<file path="config.mk">
export PLATFORM = sky130hd
export DESIGN_NAME = uart_tx_flat
export DESIGN_NICKNAME = d
export VERILOG_FILES = /design/src/rtl/uart_tx_if.sv /design/src/rtl/uart_tx.sv /design/src/flat_wrapper.sv
export SDC_FILE = /design/constraint.sdc
export NUM_CORES = 1
export LEC_CHECK = 0
export BUFFER_PORTS_ARGS = -buffer_cell sky130_fd_sc_hd__buf_4
export CAP_MARGIN = 25
export CORE_MARGIN = 1
export CORE_UTILIZATION = 57
export CTS_BUF_LIST = sky130_fd_sc_hd__clkbuf_8
export CTS_CLUSTER_DIAMETER = 60
export DETAILED_ROUTE_END_ITERATION = 12
export HOLD_SLACK_MARGIN = 0.15
export PLACE_DENSITY = 0.76
export SLEW_MARGIN = 40
export SYNTH_ARGS = -nofsm -noshare
export SYNTH_HDL_FRONTEND = slang
export SYNTH_SLANG_ARGS = --single-unit
</file>
<file path="constraint.sdc">
create_clock -name CLK -period 2.2 [get_ports CLK]
set_input_delay 0 -clock CLK [delete_from_list [all_inputs] [get_ports CLK]]
set_output_delay 0 -clock CLK [all_outputs]
set_load 0.005 [all_outputs]
</file>
<file path="src/rtl/uart_tx_if.sv">
// ---------------------------------------------------------------------------
// uart_tx_if
//   Bundles the parallel-side request signals and the serial-side outputs of
//   the UART transmitter so they travel as one port.
//
//   Signals
//     P_DATA      [DATA_WIDTH-1:0]  parallel word to send
//     Data_Valid  1                 request to transmit P_DATA
//     PAR_EN      1                 1 = append a parity bit
//     PAR_TYP     1                 parity type, 0 = even, 1 = odd
//     TX_OUT      1                 registered serial line, idles high
//     Busy        1                 registered, high while a frame is on the line
//
//   Modports
//     master  drives the request side, observes the line (producer / bench)
//     slave   the transmitter itself
// ---------------------------------------------------------------------------
interface uart_tx_if #(
    parameter int DATA_WIDTH = 8
);
    logic [DATA_WIDTH-1:0] P_DATA;
    logic                  Data_Valid;
    logic                  PAR_EN;
    logic                  PAR_TYP;
    logic                  TX_OUT;
    logic                  Busy;

    modport master (
        output P_DATA,
        output Data_Valid,
        output PAR_EN,
        output PAR_TYP,
        input  TX_OUT,
        input  Busy
    );

    modport slave (
        input  P_DATA,
        input  Data_Valid,
        input  PAR_EN,
        input  PAR_TYP,
        output TX_OUT,
        output Busy
    );
endinterface

</file>
<file path="src/rtl/uart_tx.sv">
// ---------------------------------------------------------------------------
// uart_tx
//   Serial transmitter, one bit per CLK cycle. Frame: start bit 0, DATA_WIDTH
//   data bits LSB first, optional parity bit, stop bit 1. A request seen
//   while the stop bit is on the line starts the next frame straight away,
//   so consecutive words go out with no idle bit between them.
//
//   Ports
//     CLK   input   bit clock (one period = one bit time)
//     RST   input   asynchronous reset, active low
//     bus   uart_tx_if.slave  P_DATA / Data_Valid / PAR_EN / PAR_TYP in,
//                             TX_OUT / Busy out (both registered)
// ---------------------------------------------------------------------------
module uart_tx #(
    parameter int DATA_WIDTH = 8
) (
    input  logic     CLK,
    input  logic     RST,
    uart_tx_if.slave bus
);

    localparam int CNT_W = (DATA_WIDTH > 1) ? $clog2(DATA_WIDTH) : 1;

    typedef enum logic [2:0] {
        IDLE   = 3'd0,
        START  = 3'd1,
        DATA   = 3'd2,
        PARITY = 3'd3,
        STOP   = 3'd4
    } state_t;

    state_t                stateQ,   stateD;
    logic [DATA_WIDTH-1:0] dataQ,    dataD;
    logic                  parEnQ,   parEnD;
    logic                  parTypQ,  parTypD;
    logic [CNT_W-1:0]      bitCntQ,  bitCntD;
    logic                  txQ,      txD;
    logic                  busyQ,    busyD;

    logic                  accept;
    logic                  lastBit;
    logic [CNT_W-1:0]      nextCnt;
    logic                  parityBit;

    // A new word is only taken when the line is idle or about to finish the
    // stop bit; everywhere else Data_Valid is ignored.
    assign accept    = bus.Data_Valid && ((stateQ == IDLE) || (stateQ == STOP));
    assign lastBit   = (bitCntQ == CNT_W'(DATA_WIDTH - 1));
    assign nextCnt   = bitCntQ + 1'b1;
    // Parity comes from the captured word so mid-frame input changes are harmless.
    assign parityBit = (^dataQ) ^ parTypQ;

    // State and output registers. TX_OUT and Busy are registered so the line
    // is glitch-free; the next-state logic therefore computes the value each
    // one must take for the state being entered.
    always_ff @(posedge CLK or negedge RST) begin
        if (!RST) begin
            stateQ  <= IDLE;
            dataQ   <= '0;
            parEnQ  <= 1'b0;
            parTypQ <= 1'b0;
            bitCntQ <= '0;
            txQ     <= 1'b1;
            busyQ   <= 1'b0;
        end else begin
            stateQ  <= stateD;
            dataQ   <= dataD;
            parEnQ  <= parEnD;
            parTypQ <= parTypD;
            bitCntQ <= bitCntD;
            txQ     <= txD;
            busyQ   <= busyD;
        end
    end

    // Next-state and next-output logic for the frame sequencer.
    always_comb begin
        stateD  = stateQ;
        dataD   = dataQ;
        parEnD  = parEnQ;
        parTypD = parTypQ;
        bitCntD = bitCntQ;
        txD     = 1'b1;
        busyD   = 1'b0;

        if (accept) begin
            dataD   = bus.P_DATA;
            parEnD  = bus.PAR_EN;
            parTypD = bus.PAR_TYP;
        end

        case (stateQ)
            IDLE: begin
                if (accept) begin
                    stateD = START;
                    txD    = 1'b0;
                    busyD  = 1'b1;
                end
            end
            START: begin
                stateD  = DATA;
                bitCntD = '0;
                txD     = dataQ[0];
                busyD   = 1'b1;
            end
            DATA: begin
                busyD = 1'b1;
                if (lastBit) begin
                    if (parEnQ) begin
                        stateD = PARITY;
                        txD    = parityBit;
                    end else begin
                        stateD = STOP;
                        txD    = 1'b1;
                    end
                end else begin
                    bitCntD = nextCnt;
                    txD     = dataQ[nextCnt];
                end
            end
            PARITY: begin
                stateD = STOP;
                txD    = 1'b1;
                busyD  = 1'b1;
            end
            STOP: begin
                // Back-to-back: go straight to a new start bit, Busy stays high.
                if (accept) begin
                    stateD = START;
                    txD    = 1'b0;
                    busyD  = 1'b1;
                end else begin
                    stateD = IDLE;
                end
            end
            default: begin
                stateD = IDLE;
            end
        endcase
    end

    assign bus.TX_OUT = txQ;
    assign bus.Busy   = busyQ;

endmodule

</file>
<file path="src/flat_wrapper.sv">
// flat-port wrapper written by rule: the top's interface ports become plain ports
module uart_tx_flat 
#(
    parameter int DATA_WIDTH = 8
)
  (CLK, RST, bus_P_DATA, bus_Data_Valid, bus_PAR_EN, bus_PAR_TYP, bus_TX_OUT, bus_Busy);
  uart_tx_if #(.DATA_WIDTH(DATA_WIDTH)) bus_i ();
  input  logic CLK;
  input  logic RST;
  input wire logic [$bits(bus_i.P_DATA)-1:0] bus_P_DATA;
  input wire logic [$bits(bus_i.Data_Valid)-1:0] bus_Data_Valid;
  input wire logic [$bits(bus_i.PAR_EN)-1:0] bus_PAR_EN;
  input wire logic [$bits(bus_i.PAR_TYP)-1:0] bus_PAR_TYP;
  output wire logic [$bits(bus_i.TX_OUT)-1:0] bus_TX_OUT;
  output wire logic [$bits(bus_i.Busy)-1:0] bus_Busy;
  assign bus_i.P_DATA = bus_P_DATA;
  assign bus_i.Data_Valid = bus_Data_Valid;
  assign bus_i.PAR_EN = bus_PAR_EN;
  assign bus_i.PAR_TYP = bus_PAR_TYP;
  assign bus_TX_OUT = bus_i.TX_OUT;
  assign bus_Busy = bus_i.Busy;
  uart_tx #(.DATA_WIDTH(DATA_WIDTH)) u_core (.CLK(CLK), .RST(RST), .bus(bus_i));
endmodule
</file>
==> metrics.txt, run 1 <==
# TYPE chip_impl_metric gauge
chip_impl_metric{name="synth_mux_area_frac",unit=""} 0.1868
chip_impl_metric{name="placementRows",unit=""} 14
chip_impl_metric{name="min_period",unit="ns"} 1.942
chip_impl_metric{name="critical_path_arrival",unit="ns"} 2.10
chip_impl_info{name="status",value="finished clean"} 1
chip_impl_metric{name="antenna_violating_nets_post_route",unit=""} 0
chip_impl_metric{name="clock_h_tree_levels",unit=""} 1
chip_impl_metric{name="synth_compound_area_frac",unit=""} 0.09274
chip_impl_info{name="worstSetupStartpoint",value="u_core.bitCntQ[0]$_DFFE_PN0P_"} 1
chip_impl_metric{name="synth_adder_area_share",unit=""} 0.02688
chip_impl_metric{name="maxClockFrequency",unit="MHz"} 514.9
chip_impl_metric{name="max_stage_delay",unit="ns"} 0.49
chip_impl_metric{name="flip_flop_and_latch_count_after_synthesis",unit=""} 18
chip_impl_metric{name="timing.critical_path.depth",unit=""} 6
chip_impl_metric{name="worst-r2r-setup-slack",unit="ns"} 0.26
chip_impl_metric{name="routed-via-count",unit=""} 665
chip_impl_info{name="path_common_cell",value="ha_1"} 1
chip_impl_metric{name="sinks_on_the_clock_net",unit=""} 18
chip_impl_metric{name="dr.pass1.iters",unit=""} 4
chip_impl_metric{name="globalplace.congestion",unit=""} 0.7864
chip_impl_metric{name="grt_max_degree",unit=""} 19
chip_impl_metric{name="cts_inserted_buffers",unit=""} 3
chip_impl_info{name="criticalPathCategory",value="reg2reg"} 1
chip_impl_metric{name="power.sequential.fraction",unit=""} 0.381
chip_impl_metric{name="setup_tns",unit="ns"} 0
chip_impl_metric{name="syn_avg_cell_area",unit="um2"} 11.64
chip_impl_metric{name="insertedDiodeCount",unit=""} 0
chip_impl_metric{name="reg2reg_depth",unit=""} 6
chip_impl_metric{name="cts_buffer_depth",unit=""} 2
chip_impl_info{name="grt_setup_unrepaired",value="false"} 1
chip_impl_metric{name="vias_per_cell",unit=""} 5.407
chip_impl_metric{name="grt_antenna_before_repair",unit=""} 0
chip_impl_metric{name="synth-simple-area-share",unit=""} 0.08468
chip_impl_metric{name="pwr-share-comb",unit=""} 0.465
chip_impl_metric{name="io-pin-count",unit=""} 15
chip_impl_metric{name="worstPathBufferInverterCount",unit=""} 0
chip_impl_info{name="path_cells",value="ha_1 -> ha_1 -> mux4_2 -> a21oi_1 -> o21ai_1 -> o311ai_1"} 1
chip_impl_metric{name="path_clk_slew",unit="ns"} 0.07
chip_impl_metric{name="syn_std_cell_area",unit="um2"} 930.9
chip_impl_metric{name="place.port_buffers",unit=""} 14
chip_impl_metric{name="post-route-drc-count",unit=""} 0
chip_impl_metric{name="timing_max_transition_violations_final",unit=""} 0
chip_impl_info{name="clk_root_buffer_cell",value="clkbuf_8"} 1
chip_impl_info{name="endpoint",value="u_core.bus.TX_OUT$_DFF_PN1_"} 1
chip_impl_metric{name="final_core_util",unit=""} 0.7898
chip_impl_metric{name="fin_nets",unit=""} 123
chip_impl_metric{name="grt_pass1_vias",unit=""} 663
chip_impl_metric{name="drive_above_1_share",unit=""} 0.2804
chip_impl_metric{name="start_util",unit=""} 0.6108
chip_impl_metric{name="setup_viol_count_final",unit=""} 0
chip_impl_metric{name="gr-usage-all-layers",unit=""} 0.2168
chip_impl_metric{name="worst_ep_required_time",unit="ns"} 2.36
chip_impl_metric{name="internal_power",unit="mW"} 1.160
chip_impl_info{name="critical_path.endpoint_type",value="flip-flop"} 1
chip_impl_metric{name="fin_worst_skew",unit="ns"} 0.001461
chip_impl_metric{name="synth-seq-area-share",unit=""} 0.4852
chip_impl_info{name="timing.critical_path.slowest_stage_cell",value="dfrtp_1"} 1
chip_impl_metric{name="pwr_density_cell",unit="nW/um2"} 1456
chip_impl_metric{name="slew_headroom",unit=""} 0.6856
chip_impl_metric{name="detailed_place_hpwl",unit="um"} 1189
chip_impl_info{name="rr_startpoint",value="u_core.bitCntQ[0]$_DFFE_PN0P_"} 1
chip_impl_metric{name="drt-total-wl",unit="um"} 1742
chip_impl_metric{name="first_iteration_detailed_routing_drc_count",unit=""} 17
chip_impl_info{name="synth_area_leader_cell",value="dfrtp_1"} 1
chip_impl_metric{name="die_area",unit="um2"} 1799
chip_impl_metric{name="static-leakage-power",unit="nW"} 0.5373
chip_impl_metric{name="fp.dieH",unit="um"} 42.41
chip_impl_metric{name="grt_pass1_wl",unit="um"} 2863
chip_impl_metric{name="hold_violations",unit=""} 0
chip_impl_metric{name="preCtsSetupSlack",unit="ns"} 0.2685
chip_impl_metric{name="power.clock.fraction",unit=""} 0.154
chip_impl_metric{name="syn-instance-count",unit=""} 80
chip_impl_metric{name="switching_share",unit=""} 0.3385
chip_impl_metric{name="synth_xor_xnor_area_share",unit=""} 0.08199
chip_impl_metric{name="period_share",unit=""} 0.8827
chip_impl_metric{name="synthToLayoutAreaGrowth",unit="%"} 29.30
chip_impl_metric{name="peakVddDrop",unit="uV"} 1248
chip_impl_metric{name="clock_latency",unit="ns"} 0.25
chip_impl_metric{name="cts.repair.resized",unit=""} 0
chip_impl_metric{name="critical_path_peak_fanout",unit=""} 8
chip_impl_metric{name="post-route-worst-setup-slack",unit="ns"} 0.2580
chip_impl_info{name="synth_top_cells_by_area",value="dfrtp_1, mux2_2, mux2i_1, xnor2_1, o21ai_0"} 1
chip_impl_info{name="cts_tree",value="done"} 1
chip_impl_info{name="largest_delay_contributor_family_on_the_critical_path",value="adder cells"} 1
chip_impl_info{name="hold_class",value="in2async"} 1
chip_impl_metric{name="cap_violations",unit=""} 0
chip_impl_metric{name="report.power.total",unit="mW"} 1.753
chip_impl_info{name="critPathLaunchType",value="flip-flop"} 1
chip_impl_metric{name="netlist-cell-type-count",unit=""} 25
chip_impl_metric{name="core-area",unit="um2"} 1524
chip_impl_metric{name="net_sw_power",unit="mW"} 0.5934
chip_impl_metric{name="chip_width",unit="um"} 42.41
chip_impl_metric{name="mappedNetlistNets",unit=""} 95
chip_impl_metric{name="wire_per_inst",unit="um"} 14.16
chip_impl_metric{name="synth_top_cell_area_share",unit=""} 0.4570
chip_impl_info{name="synth_top_family_by_area",value="multiplexers"} 1
chip_impl_info{name="rr_endpoint",value="u_core.bus.TX_OUT$_DFF_PN1_"} 1
chip_impl_metric{name="tightestPinTransition",unit="ns"} 0.4716
chip_impl_metric{name="synth_warnings",unit=""} 0
chip_impl_metric{name="gr-total-overflow",unit=""} 0
-- how the worst min path moves through the flow --
stage	from	to	slack [ns]	cells after the start
after global placement	RST	u_core.bus.Busy$_DFF_PN0_	-0.12	1
after detailed placement	RST	u_core.bus.Busy$_DFF_PN0_	-0.12	1
after global routing	RST	u_core.stateQ[0]$_DFFE_PN0P_	0.17	2
after CTS	RST	u_core.bus.Busy$_DFF_PN0_	0.16	2
final	RST	u_core.bus.Busy$_DFF_PN0_	0.15	2
after floorplan	RST	u_core.bitCntQ[0]$_DFFE_PN0P_	-0.30	0
-- final cells by class --
| class | instances | area, um2 |
|---|---|---|
| clock buffers | 4 | 55.05 |
| flip-flops and latches | 18 | 451.7 |
| fillers | 89 | 320.3 |
| inverters | 3 | 11.26 |
| multi-input cells | 56 | 440.4 |
| well taps | 16 | 20.02 |
| repair buffers | 26 | 225.2 |
-- sequential cells by signal, summed over array words and instances (netlist names) --
| signal | cells |
|---|---|
| u_core.parEnQ | 1 |
| u_core.bitCntQ | 3 |
| u_core.dataQ | 8 |
| u_core.bus.Busy | 1 |
| u_core.parTypQ | 1 |
| u_core.stateQ | 3 |
| u_core.bus.TX_OUT | 1 |
-- logic make-up after synthesis --
family | Yosys count
flip-flops | 18
adder cells (fa/ha/maj) | 2
buffers and inverters | 6
XOR/XNOR | 7
AND/OR/NAND/NOR | 17
AO/OA/AOI/OAI | 15
multiplexers | 15
-- cell usage in the layout, fill, tap and decap left out, drive strengths merged --
| cell type | count |
|---|---|
| a21oi | 4 |
| a22oi | 2 |
| and2 | 1 |
| buf | 14 |
| clkbuf | 4 |
| dfrtp | 17 |
| dfstp | 1 |
| dlygate4sd3 | 12 |
| ha | 2 |
| inv | 3 |
| mux2 | 9 |
| mux2i | 5 |
| mux4 | 1 |
| nand2 | 5 |
| nand2b | 2 |
| nor2 | 6 |
| nor2b | 1 |
| nor3 | 1 |
| nor3b | 1 |
| o21ai | 7 |
| o21bai | 1 |
| o311ai | 1 |
| xnor2 | 5 |
| xnor3 | 1 |
| xor2 | 1 |
-- routing by layer --
metal  wire length (um)  up-vias  global-route usage  part of all wire
met5                  0        -                   0                 0
met4                  8        0             0.08750            0.0046
met3                 37        2             0.04741             0.021
met2                904        9              0.3723              0.52
met1                793      325              0.2621              0.46
li1                   -      329                   -                 -
-- repair_timing --
action / CTS / global route
endpoints found under the hold margin: 30 / 0
buffers inserted: 0 / 0
hold buffers: 12 / 0
-- cell usage after synthesis --
library cell,n
xor2_1,1
buf_6,2
o21ai_0,6
a21oi_1,4
xnor3_2,1
o21ai_1,1
nor2b_1,1
nand2b_1,2
o21bai_1,1
a22oi_1,2
inv_1,3
xnor2_1,5
nor3b_1,1
nand2_1,5
dfstp_2,1
buf_2,1
and2_1,1
mux2_2,9
nor3_1,1
mux4_2,1
o311ai_1,1
mux2i_1,5
ha_1,2
nor2_1,6
dfrtp_1,17
-- power groups by stage --
stage          sequential (mW)  clock, mW  combinational (mW)
2_1_floorplan            0.605          0               0.717
3_3_place_gp             0.662          0               0.790
3_5_place_dp             0.669          0               0.807
4_1_cts                  0.665      0.270               0.824
5_1_grt                  0.683      0.284               0.902
6_report                 0.667      0.270               0.815
-- metrics by stage --
step / std cells / hold WS, ns / instance area (um2)
2_1_floorplan: 80 / -0.2956 / 930.9
5_1_grt: 123 / 0.1691 / 1204
3_3_place_gp: 107 / -0.1211 / 1028
6_report: 123 / 0.1459 / 1204
3_5_place_dp: 107 / -0.1202 / 1028
4_1_cts: 123 / 0.1559 / 1204
No activity file was read; power rests on OpenSTA's default activity.
==> run 2, diff against run 1 <==
--- a/config.mk
+++ b/config.mk
@@ -5,15 +5,16 @@
 export SDC_FILE = /design/constraint.sdc
 export NUM_CORES = 1
 export LEC_CHECK = 0
+export ABC_AREA = 1
 export BUFFER_PORTS_ARGS = -buffer_cell sky130_fd_sc_hd__buf_4
 export CAP_MARGIN = 25
 export CORE_MARGIN = 1
-export CORE_UTILIZATION = 57
+export CORE_UTILIZATION = 58
 export CTS_BUF_LIST = sky130_fd_sc_hd__clkbuf_8
 export CTS_CLUSTER_DIAMETER = 60
 export DETAILED_ROUTE_END_ITERATION = 12
 export HOLD_SLACK_MARGIN = 0.15
-export PLACE_DENSITY = 0.76
+export PLACE_DENSITY = 0.77
 export SLEW_MARGIN = 40
 export SYNTH_ARGS = -nofsm -noshare
 export SYNTH_HDL_FRONTEND = slang
==> run 2 against run 1 <==
The flow now finishes with violations (design-rule violations). Setup slack better by 0.12 ns. Critical path depth up 5. Clock power down 13%. Die area up 8.1%. Combinational power up 17%. Global-route usage up 5.5 points. First-iteration DRC count rose to 2.5 times the previous value. Clock skew up 0.00095 ns. Largest power group unchanged. Via count up 50%. Area after synthesis up 10%. Register-to-register slack better by 0.12 ns. Maximum frequency up 6.8%.
==> metrics.txt, run 2 <==
# TYPE chip_impl_metric gauge
chip_impl_metric{name="timing.hold.ws",unit="ns"} 0.3083
chip_impl_metric{name="final-seq-area",unit="um2"} 451.7
chip_impl_metric{name="maxClockFrequency",unit="MHz"} 550.0
chip_impl_metric{name="grt_max_degree",unit=""} 24
chip_impl_metric{name="syn_std_cell_area",unit="um2"} 1027
chip_impl_metric{name="place.port_buffers",unit=""} 14
chip_impl_metric{name="post-cts-setup-buffer-count",unit=""} 0
chip_impl_metric{name="power.sequential.fraction",unit=""} 0.352
chip_impl_metric{name="multiInputGateArea",unit="um2"} 475.5
chip_impl_metric{name="slew_headroom",unit=""} 0.7162
chip_impl_info{name="clk_root_buffer_cell",value="clkbuf_8"} 1
chip_impl_metric{name="fin_worst_skew",unit="ns"} 0.002413
chip_impl_info{name="final_common_cell",value="nand2_1"} 1
chip_impl_metric{name="sinks_on_the_clock_net",unit=""} 18
chip_impl_metric{name="routed-via-count",unit=""} 997
chip_impl_metric{name="vias_per_cell",unit=""} 5.303
chip_impl_metric{name="min_period",unit="ns"} 1.818
chip_impl_metric{name="synth_enable_flop_cells",unit=""} 0
chip_impl_metric{name="cap_violations",unit=""} 0
chip_impl_metric{name="internal_power",unit="mW"} 0.9852
chip_impl_metric{name="grt_antenna_before_repair",unit=""} 0
chip_impl_metric{name="core-area",unit="um2"} 1577
chip_impl_metric{name="synth-seq-area-share",unit=""} 0.4397
chip_impl_metric{name="grt_pass1_wl",unit="um"} 3774
chip_impl_metric{name="clock_h_tree_levels",unit=""} 1
chip_impl_metric{name="tightestPinTransition",unit="ns"} 0.4244
chip_impl_info{name="max_flop_register",value="u_core.dataQ"} 1
chip_impl_metric{name="pwr_density_cell",unit="nW/um2"} 1409
chip_impl_metric{name="dr.pass1.iters",unit=""} 9
chip_impl_metric{name="start_util",unit=""} 0.6516
chip_impl_metric{name="wire_per_inst",unit="um"} 12.45
chip_impl_metric{name="drt-total-wl",unit="um"} 2341
chip_impl_info{name="criticalPathCategory",value="reg2reg"} 1
chip_impl_metric{name="setup_tns",unit="ns"} 0
chip_impl_info{name="synth_top_cells_by_area",value="dfrtp_1, nand2_1, a21oi_1, inv_1, nor2_1"} 1
chip_impl_info{name="violations",value="design-rule violations"} 1
chip_impl_metric{name="switching_share",unit=""} 0.4646
chip_impl_metric{name="largest_reg_flops",unit=""} 8
chip_impl_metric{name="gr-total-overflow",unit=""} 0
chip_impl_metric{name="placementRows",unit=""} 14
chip_impl_info{name="post-synth-top-count-cell",value="nand2_1"} 1
chip_impl_metric{name="setup_viol_count_final",unit=""} 0
chip_impl_metric{name="chip_width",unit="um"} 44.09
chip_impl_metric{name="postSynth.asyncResetShare",unit=""} 1.000
chip_impl_metric{name="drive_above_1_share",unit=""} 0.1686
chip_impl_metric{name="peakVddDrop",unit="uV"} 872.0
chip_impl_info{name="biggestRegsByFlops",value="u_core.dataQ (8), u_core.bitCntQ (3), u_core.stateQ (3)"} 1
chip_impl_metric{name="net_sw_power",unit="mW"} 0.8551
chip_impl_metric{name="cts_buffer_depth",unit=""} 2
chip_impl_metric{name="synthToLayoutAreaGrowth",unit="%"} 27.16
chip_impl_info{name="postSynth.topFlopCell",value="dfrtp_1"} 1
chip_impl_metric{name="fillCellCount",unit=""} 109
chip_impl_metric{name="path_clk_slew",unit="ns"} 0.07
chip_impl_metric{name="synth_warnings",unit=""} 0
chip_impl_metric{name="netlist-cell-type-count",unit=""} 19
chip_impl_info{name="synth_area_leader_cell",value="dfrtp_1"} 1
chip_impl_info{name="status",value="finished, violations left"} 1
chip_impl_metric{name="hold_violations",unit=""} 0
chip_impl_info{name="cts_tree",value="done"} 1
chip_impl_metric{name="syn-instance-count",unit=""} 144
chip_impl_metric{name="fin_nets",unit=""} 188
chip_impl_metric{name="mappedNetlistNets",unit=""} 159
chip_impl_metric{name="first_iteration_detailed_routing_drc_count",unit=""} 43
chip_impl_metric{name="post-route-drc-count",unit=""} 2
chip_impl_metric{name="static-leakage-power",unit="nW"} 0.7064
chip_impl_info{name="critical_path.endpoint_type",value="flip-flop"} 1
chip_impl_metric{name="period_share",unit=""} 0.8265
chip_impl_metric{name="cts-hold-fix-buffers",unit=""} 13
chip_impl_metric{name="insertedDiodeCount",unit=""} 0
chip_impl_metric{name="power.clock.fraction",unit=""} 0.128
chip_impl_metric{name="die_area",unit="um2"} 1943
chip_impl_metric{name="clock_latency",unit="ns"} 0.26
chip_impl_metric{name="worst_ep_required_time",unit="ns"} 2.39
chip_impl_metric{name="syn_avg_cell_area",unit="um2"} 7.134
chip_impl_metric{name="fp.dieH",unit="um"} 44.09
chip_impl_metric{name="grt_pass1_vias",unit=""} 923
chip_impl_metric{name="pwr-share-comb",unit=""} 0.520
chip_impl_info{name="grt_setup_unrepaired",value="false"} 1
chip_impl_metric{name="gr-usage-all-layers",unit=""} 0.2717
chip_impl_metric{name="detailed_place_hpwl",unit="um"} 1473
chip_impl_metric{name="critical_path_arrival",unit="ns"} 2.01
chip_impl_metric{name="io-pin-count",unit=""} 15
chip_impl_metric{name="cts_inserted_buffers",unit=""} 3
chip_impl_info{name="synth.cells.most_frequent",value="nand2_1, inv_1, a21oi_1, dfrtp_1, nor2_1"} 1
chip_impl_info{name="commonest_cells_after_routing_fill_and_taps_aside",value="nand2_1, inv_1, a21oi_1, dfrtp_1, nor2_1"} 1
chip_impl_metric{name="flip_flop_and_latch_count_after_synthesis",unit=""} 18
chip_impl_metric{name="globalplace.congestion",unit=""} 0.7972
chip_impl_metric{name="cts.repair.resized",unit=""} 0
chip_impl_info{name="critPathLaunchType",value="flip-flop"} 1
chip_impl_metric{name="antenna_violating_nets_post_route",unit=""} 0
chip_impl_metric{name="timing_max_transition_violations_final",unit=""} 0
chip_impl_metric{name="synth_top_cell_area_share",unit=""} 0.4141
chip_impl_info{name="hold_class",value="in2reg"} 1
chip_impl_metric{name="critical_path_peak_fanout",unit=""} 11
==> run 2: logic make-up after synthesis <==
kind of cell	share of synthesized area
AO/OA/AOI/OAI	0.1340
adder cells (fa/ha/maj)	0.02436
buffers and inverters	0.09744
flip-flops	0.4397
AND/OR/NAND/NOR	0.3045
==> run 2: critical path, cell delays in order (launching register included) <==
cell and delay (ns):
dfrtp_1 0.48, ha_1 0.26, ha_1 0.33, inv_1 0.09, a21oi_1 0.10, o21ai_0 0.12
nand3_1 0.12, nand3_1 0.08, nand2_1 0.06, inv_1 0.03, nand2_1 0.05, nand2_1 0.04
==> run 2: power groups by stage <==
stage,clock network (mW),registers [mW],logic (mW)
5_1_grt,0.246,0.668,1.10
3_5_place_dp,0,0.644,0.912
2_1_floorplan,0,0.601,0.759
4_1_cts,0.239,0.641,0.936
3_3_place_gp,0,0.635,0.875
6_report,0.235,0.649,0.957
==> run 2: routing by layer <==
metal	vias up	wire length, um	global-route usage	part of all wire
met3	5	117	0.03673	0.050
met2	34	1115	0.4500	0.48
met1	452	1066	0.3542	0.46
met5	-	0	0	0
met4	0	43	0.1273	0.018
li1	506	-	-	-
==> run 2: layout make-up <==
class,instances,area share
Timing Repair Buffer,27,0.1801
Clock inverter,1,0.002874
Clock buffer,3,0.03161
Inverter,21,0.06034
Tap cell,16,0.01533
Sequential cell,18,0.3458
Multi-Input combinational cell,102,0.3640
==> run 2: worst paths after layout <==
check / slack [ns] / from / to / cells past startpoint
min: 0.31 / bus_Data_Valid / u_core.parEnQ$_DFFE_PN0P_ / 4
min in group asynchronous: 0.67 / RST / u_core.dataQ[7]$_DFFE_PN0P_ / 3
max: 0.38 / u_core.bitCntQ[0]$_DFFE_PN0P_ / u_core.bus.TX_OUT$_DFF_PN1_ / 11
min reg2reg: 0.52 / u_core.bitCntQ[1]$_DFFE_PN0P_ / u_core.bitCntQ[1]$_DFFE_PN0P_ / 2
max reg2reg: 0.38 / u_core.bitCntQ[0]$_DFFE_PN0P_ / u_core.bus.TX_OUT$_DFF_PN1_ / 11
max in group asynchronous: 0.49 / RST / u_core.stateQ[0]$_DFFE_PN0P_ / 4
==> run 2: through the flow <==
stage	power, mW	worst slack, ns	utilization	cell area [um2]	std cells
after floorplan	1.360	0.7267	-	1027	144
after global placement	1.510	0.5720	0.7175	1131	171
after detailed placement	1.555	0.4848	0.7175	1131	171
after CTS	1.816	0.4549	0.8286	1306	188
after global routing	2.009	0.3298	0.8286	1306	188
final	1.840	0.3817	0.8286	1306	188
==> run 3, diff against run 2 <==
--- a/config.mk
+++ b/config.mk
@@ -9,12 +9,12 @@
 export BUFFER_PORTS_ARGS = -buffer_cell sky130_fd_sc_hd__buf_4
 export CAP_MARGIN = 25
 export CORE_MARGIN = 1
-export CORE_UTILIZATION = 58
+export CORE_UTILIZATION = 52
 export CTS_BUF_LIST = sky130_fd_sc_hd__clkbuf_8
 export CTS_CLUSTER_DIAMETER = 60
 export DETAILED_ROUTE_END_ITERATION = 12
 export HOLD_SLACK_MARGIN = 0.15
-export PLACE_DENSITY = 0.77
+export PLACE_DENSITY = 0.73
 export SLEW_MARGIN = 40
 export SYNTH_ARGS = -nofsm -noshare
 export SYNTH_HDL_FRONTEND = slang
==> constraint.sdc (replaced) <==
create_clock -name CLK -period 1.5 [get_ports CLK]
set_input_delay 0 -clock CLK [delete_from_list [all_inputs] [get_ports CLK]]
set_output_delay 0 -clock CLK [all_outputs]
set_load 0.005 [all_outputs]
==> run 3 against run 2 <==
The run ends with negative setup slack left. Worst hold slack got worse by 0.15 ns. Global-route usage fell by 1.5 points. Utilization is 5.7 points lower. Routed wire length shrank 3.7%. Sequential power increased by 42%. Setup slack worse by 0.38 ns. Critical path depth did not move. Sequential share of layout area is 1.7 points lower. Register-to-register slack lost 0.38 ns. Largest cell class unchanged.
==> metrics.txt, run 3 (synthesis results as in run 2) <==
# TYPE chip_impl_metric gauge
chip_impl_info{name="status",value="finished, violations left"} 1
chip_impl_info{name="violations",value="negative setup slack"} 1
chip_impl_metric{name="chip_width",unit="um"} 46.45
chip_impl_metric{name="antenna_violating_nets_post_route",unit=""} 0
chip_impl_metric{name="preCtsSetupSlack",unit="ns"} -0.08491
chip_impl_info{name="cts_tree",value="done"} 1
chip_impl_metric{name="hold_violations",unit=""} 0
chip_impl_metric{name="min_period",unit="ns"} 1.500
chip_impl_metric{name="core-area",unit="um2"} 1783
chip_impl_metric{name="grt_pass1_wl",unit="um"} 3788
chip_impl_info{name="commonest_cells_after_routing_fill_and_taps_aside",value="nand2_1, inv_1, buf_4, dfrtp_1"} 1
chip_impl_metric{name="vias_per_cell",unit=""} 4.960
chip_impl_metric{name="first_iteration_detailed_routing_drc_count",unit=""} 21
chip_impl_metric{name="gr-usage-all-layers",unit=""} 0.2572
chip_impl_metric{name="post-route-worst-setup-slack",unit="ns"} -0.0002314
chip_impl_metric{name="timing_max_transition_violations_final",unit=""} 0
chip_impl_info{name="final_common_cell",value="nand2_1"} 1
chip_impl_metric{name="period_share",unit=""} 1.000
chip_impl_metric{name="critical_path_arrival",unit="ns"} 1.69
chip_impl_metric{name="drive_above_1_share",unit=""} 0.2241
chip_impl_metric{name="placementRows",unit=""} 15
chip_impl_metric{name="detailed_place_hpwl",unit="um"} 1563
chip_impl_metric{name="fp.dieH",unit="um"} 46.45
chip_impl_metric{name="io-pin-count",unit=""} 15
chip_impl_metric{name="start_util",unit=""} 0.5761
chip_impl_metric{name="critical_path_peak_fanout",unit=""} 3
chip_impl_metric{name="cap_violations",unit=""} 0
chip_impl_metric{name="dr.pass1.iters",unit=""} 4
chip_impl_metric{name="fin_worst_skew",unit="ns"} 0.0008676
chip_impl_metric{name="globalplace.congestion",unit=""} 0.7755
chip_impl_info{name="hold_class",value="in2async"} 1
chip_impl_metric{name="insertedDiodeCount",unit=""} 0
chip_impl_metric{name="detail_route.wirelength.met1",unit="um"} 998
chip_impl_metric{name="die_area",unit="um2"} 2157
chip_impl_metric{name="met3_wirelength",unit="um"} 72
chip_impl_metric{name="sinks_on_the_clock_net",unit=""} 18
chip_impl_metric{name="grt_max_degree",unit=""} 19
chip_impl_info{name="criticalPathCategory",value="reg2reg"} 1
chip_impl_metric{name="largest_reg_flops",unit=""} 8
chip_impl_metric{name="clock_latency",unit="ns"} 0.25
chip_impl_metric{name="routed-via-count",unit=""} 987
chip_impl_metric{name="static-leakage-power",unit="nW"} 0.7199
chip_impl_metric{name="dr_wl_met2",unit="um"} 1141
chip_impl_metric{name="grt_antenna_before_repair",unit=""} 0
chip_impl_info{name="max_flop_register",value="u_core.dataQ"} 1
chip_impl_metric{name="final_core_util",unit=""} 0.7712
chip_impl_metric{name="clock_h_tree_levels",unit=""} 1
chip_impl_metric{name="gr-total-overflow",unit=""} 0
chip_impl_metric{name="peakVddDrop",unit="uV"} 1448
chip_impl_metric{name="drt-total-wl",unit="um"} 2254
chip_impl_metric{name="place.port_buffers",unit=""} 14
chip_impl_metric{name="maxClockFrequency",unit="MHz"} 666.6
chip_impl_metric{name="tightestPinTransition",unit="ns"} 0.2508
chip_impl_metric{name="path_clk_slew",unit="ns"} 0.07
chip_impl_metric{name="pwr_density_cell",unit="nW/um2"} 2090
chip_impl_metric{name="fillCellCount",unit=""} 138
chip_impl_info{name="grt_setup_unrepaired",value="true"} 1
chip_impl_metric{name="grt_pass1_vias",unit=""} 909
chip_impl_info{name="critPathLaunchType",value="flip-flop"} 1
chip_impl_metric{name="worst_ep_required_time",unit="ns"} 1.69
chip_impl_metric{name="slew_headroom",unit=""} 0.8315
chip_impl_metric{name="fin_nets",unit=""} 190
chip_impl_info{name="clk_root_buffer_cell",value="clkbuf_8"} 1
chip_impl_metric{name="setup_viol_count_final",unit=""} 1
chip_impl_info{name="biggestRegsByFlops",value="u_core.dataQ (8), u_core.bitCntQ (3), u_core.stateQ (3)"} 1
chip_impl_metric{name="cts_inserted_buffers",unit=""} 3
chip_impl_metric{name="synthToLayoutAreaGrowth",unit="%"} 33.86
chip_impl_info{name="highest_signal_layer_in_the_routed_design",value="met4"} 1
chip_impl_metric{name="cts_buffer_depth",unit=""} 2
chip_impl_metric{name="timing.hold.ws",unit="ns"} 0.1596
chip_impl_metric{name="post-route-drc-count",unit=""} 0
chip_impl_info{name="critical_path.endpoint_type",value="flip-flop"} 1
chip_impl_metric{name="wire_per_inst",unit="um"} 11.33
run 3: per-stage QoR:
stage	area (um2)	cells	TNS, ns	total power [mW]
finish	1375	199	-0.0002314	2.873
global route	1375	199	-0.08501	3.159
CTS	1361	198	0	2.823
detailed placement	1177	183	-0.08491	2.351
global placement	1177	183	0	2.306
floorplan	1027	144	0	1.995
run 3: path summary, 6_finish.rpt:
kind / startpoint / to / slack, ns / depth (start not counted)
setup / recovery: u_core.bitCntQ[0]$_DFFE_PN0P_ / u_core.bus.TX_OUT$_DFF_PN1_ / -0.0002 / 11
hold / removal: RST / u_core.dataQ[1]$_DFFE_PN0P_ / 0.16 / 2
setup reg to reg: u_core.bitCntQ[0]$_DFFE_PN0P_ / u_core.bus.TX_OUT$_DFF_PN1_ / -0.0002 / 11
hold reg to reg: u_core.stateQ[2]$_DFFE_PN0P_ / u_core.stateQ[2]$_DFFE_PN0P_ / 0.54 / 1
max in group asynchronous: RST / u_core.bus.TX_OUT$_DFF_PN1_ / 1.08 / 2
min in group CLK: bus_Data_Valid / u_core.bus.Busy$_DFF_PN0_ / 0.16 / 3
run 3: routing by layer:
layer	up-vias	global-route usage
met5	-	0
met4	0	0.1059
li1	511	-
met3	6	0.03529
met2	19	0.4472
met1	451	0.3142
run 3: layout make-up:
class	count	area (um2)	share of cell area
inverter	21	81.33	0.05914
sequential	18	451.7	0.3285
tap	25	31.28	0.02275
clock buffer	4	55.05	0.04004
timing repair buffer	29	257.7	0.1874
multi-input combinational	102	498.0	0.3621
run 3: report_power, final:
group / leakage [nW] / switching [mW] / internal [mW]
registers: 0.208 / 0.199 / 0.725
logic: 0.483 / 0.911 / 0.640
clock network: 0.0288 / 0.165 / 0.233
total: 0.720 / 1.28 / 1.60
run 3: critical path, cell delays in order, from the launching register on:
cell and delay [ns]:
dfrtp_1 0.39, ha_2 0.20, ha_4 0.29, inv_4 0.04, a21oi_2 0.09, o21ai_1 0.08
nand3_1 0.08, nand3_1 0.07, nand2_1 0.05, inv_1 0.03, nand2_1 0.05, nand2_1 0.05
run 3: repair_timing:
| item | CTS | global route |
|---|---|---|
| hold endpoints to repair | 28 | 0 |
| gates resized for setup | 5 | 3 |
| endpoints found under the setup margin | 1 | 1 |
| hold buffers | 11 | 0 |
| pin swaps | 3 | 3 |
| setup buffers | 0 | 1 |
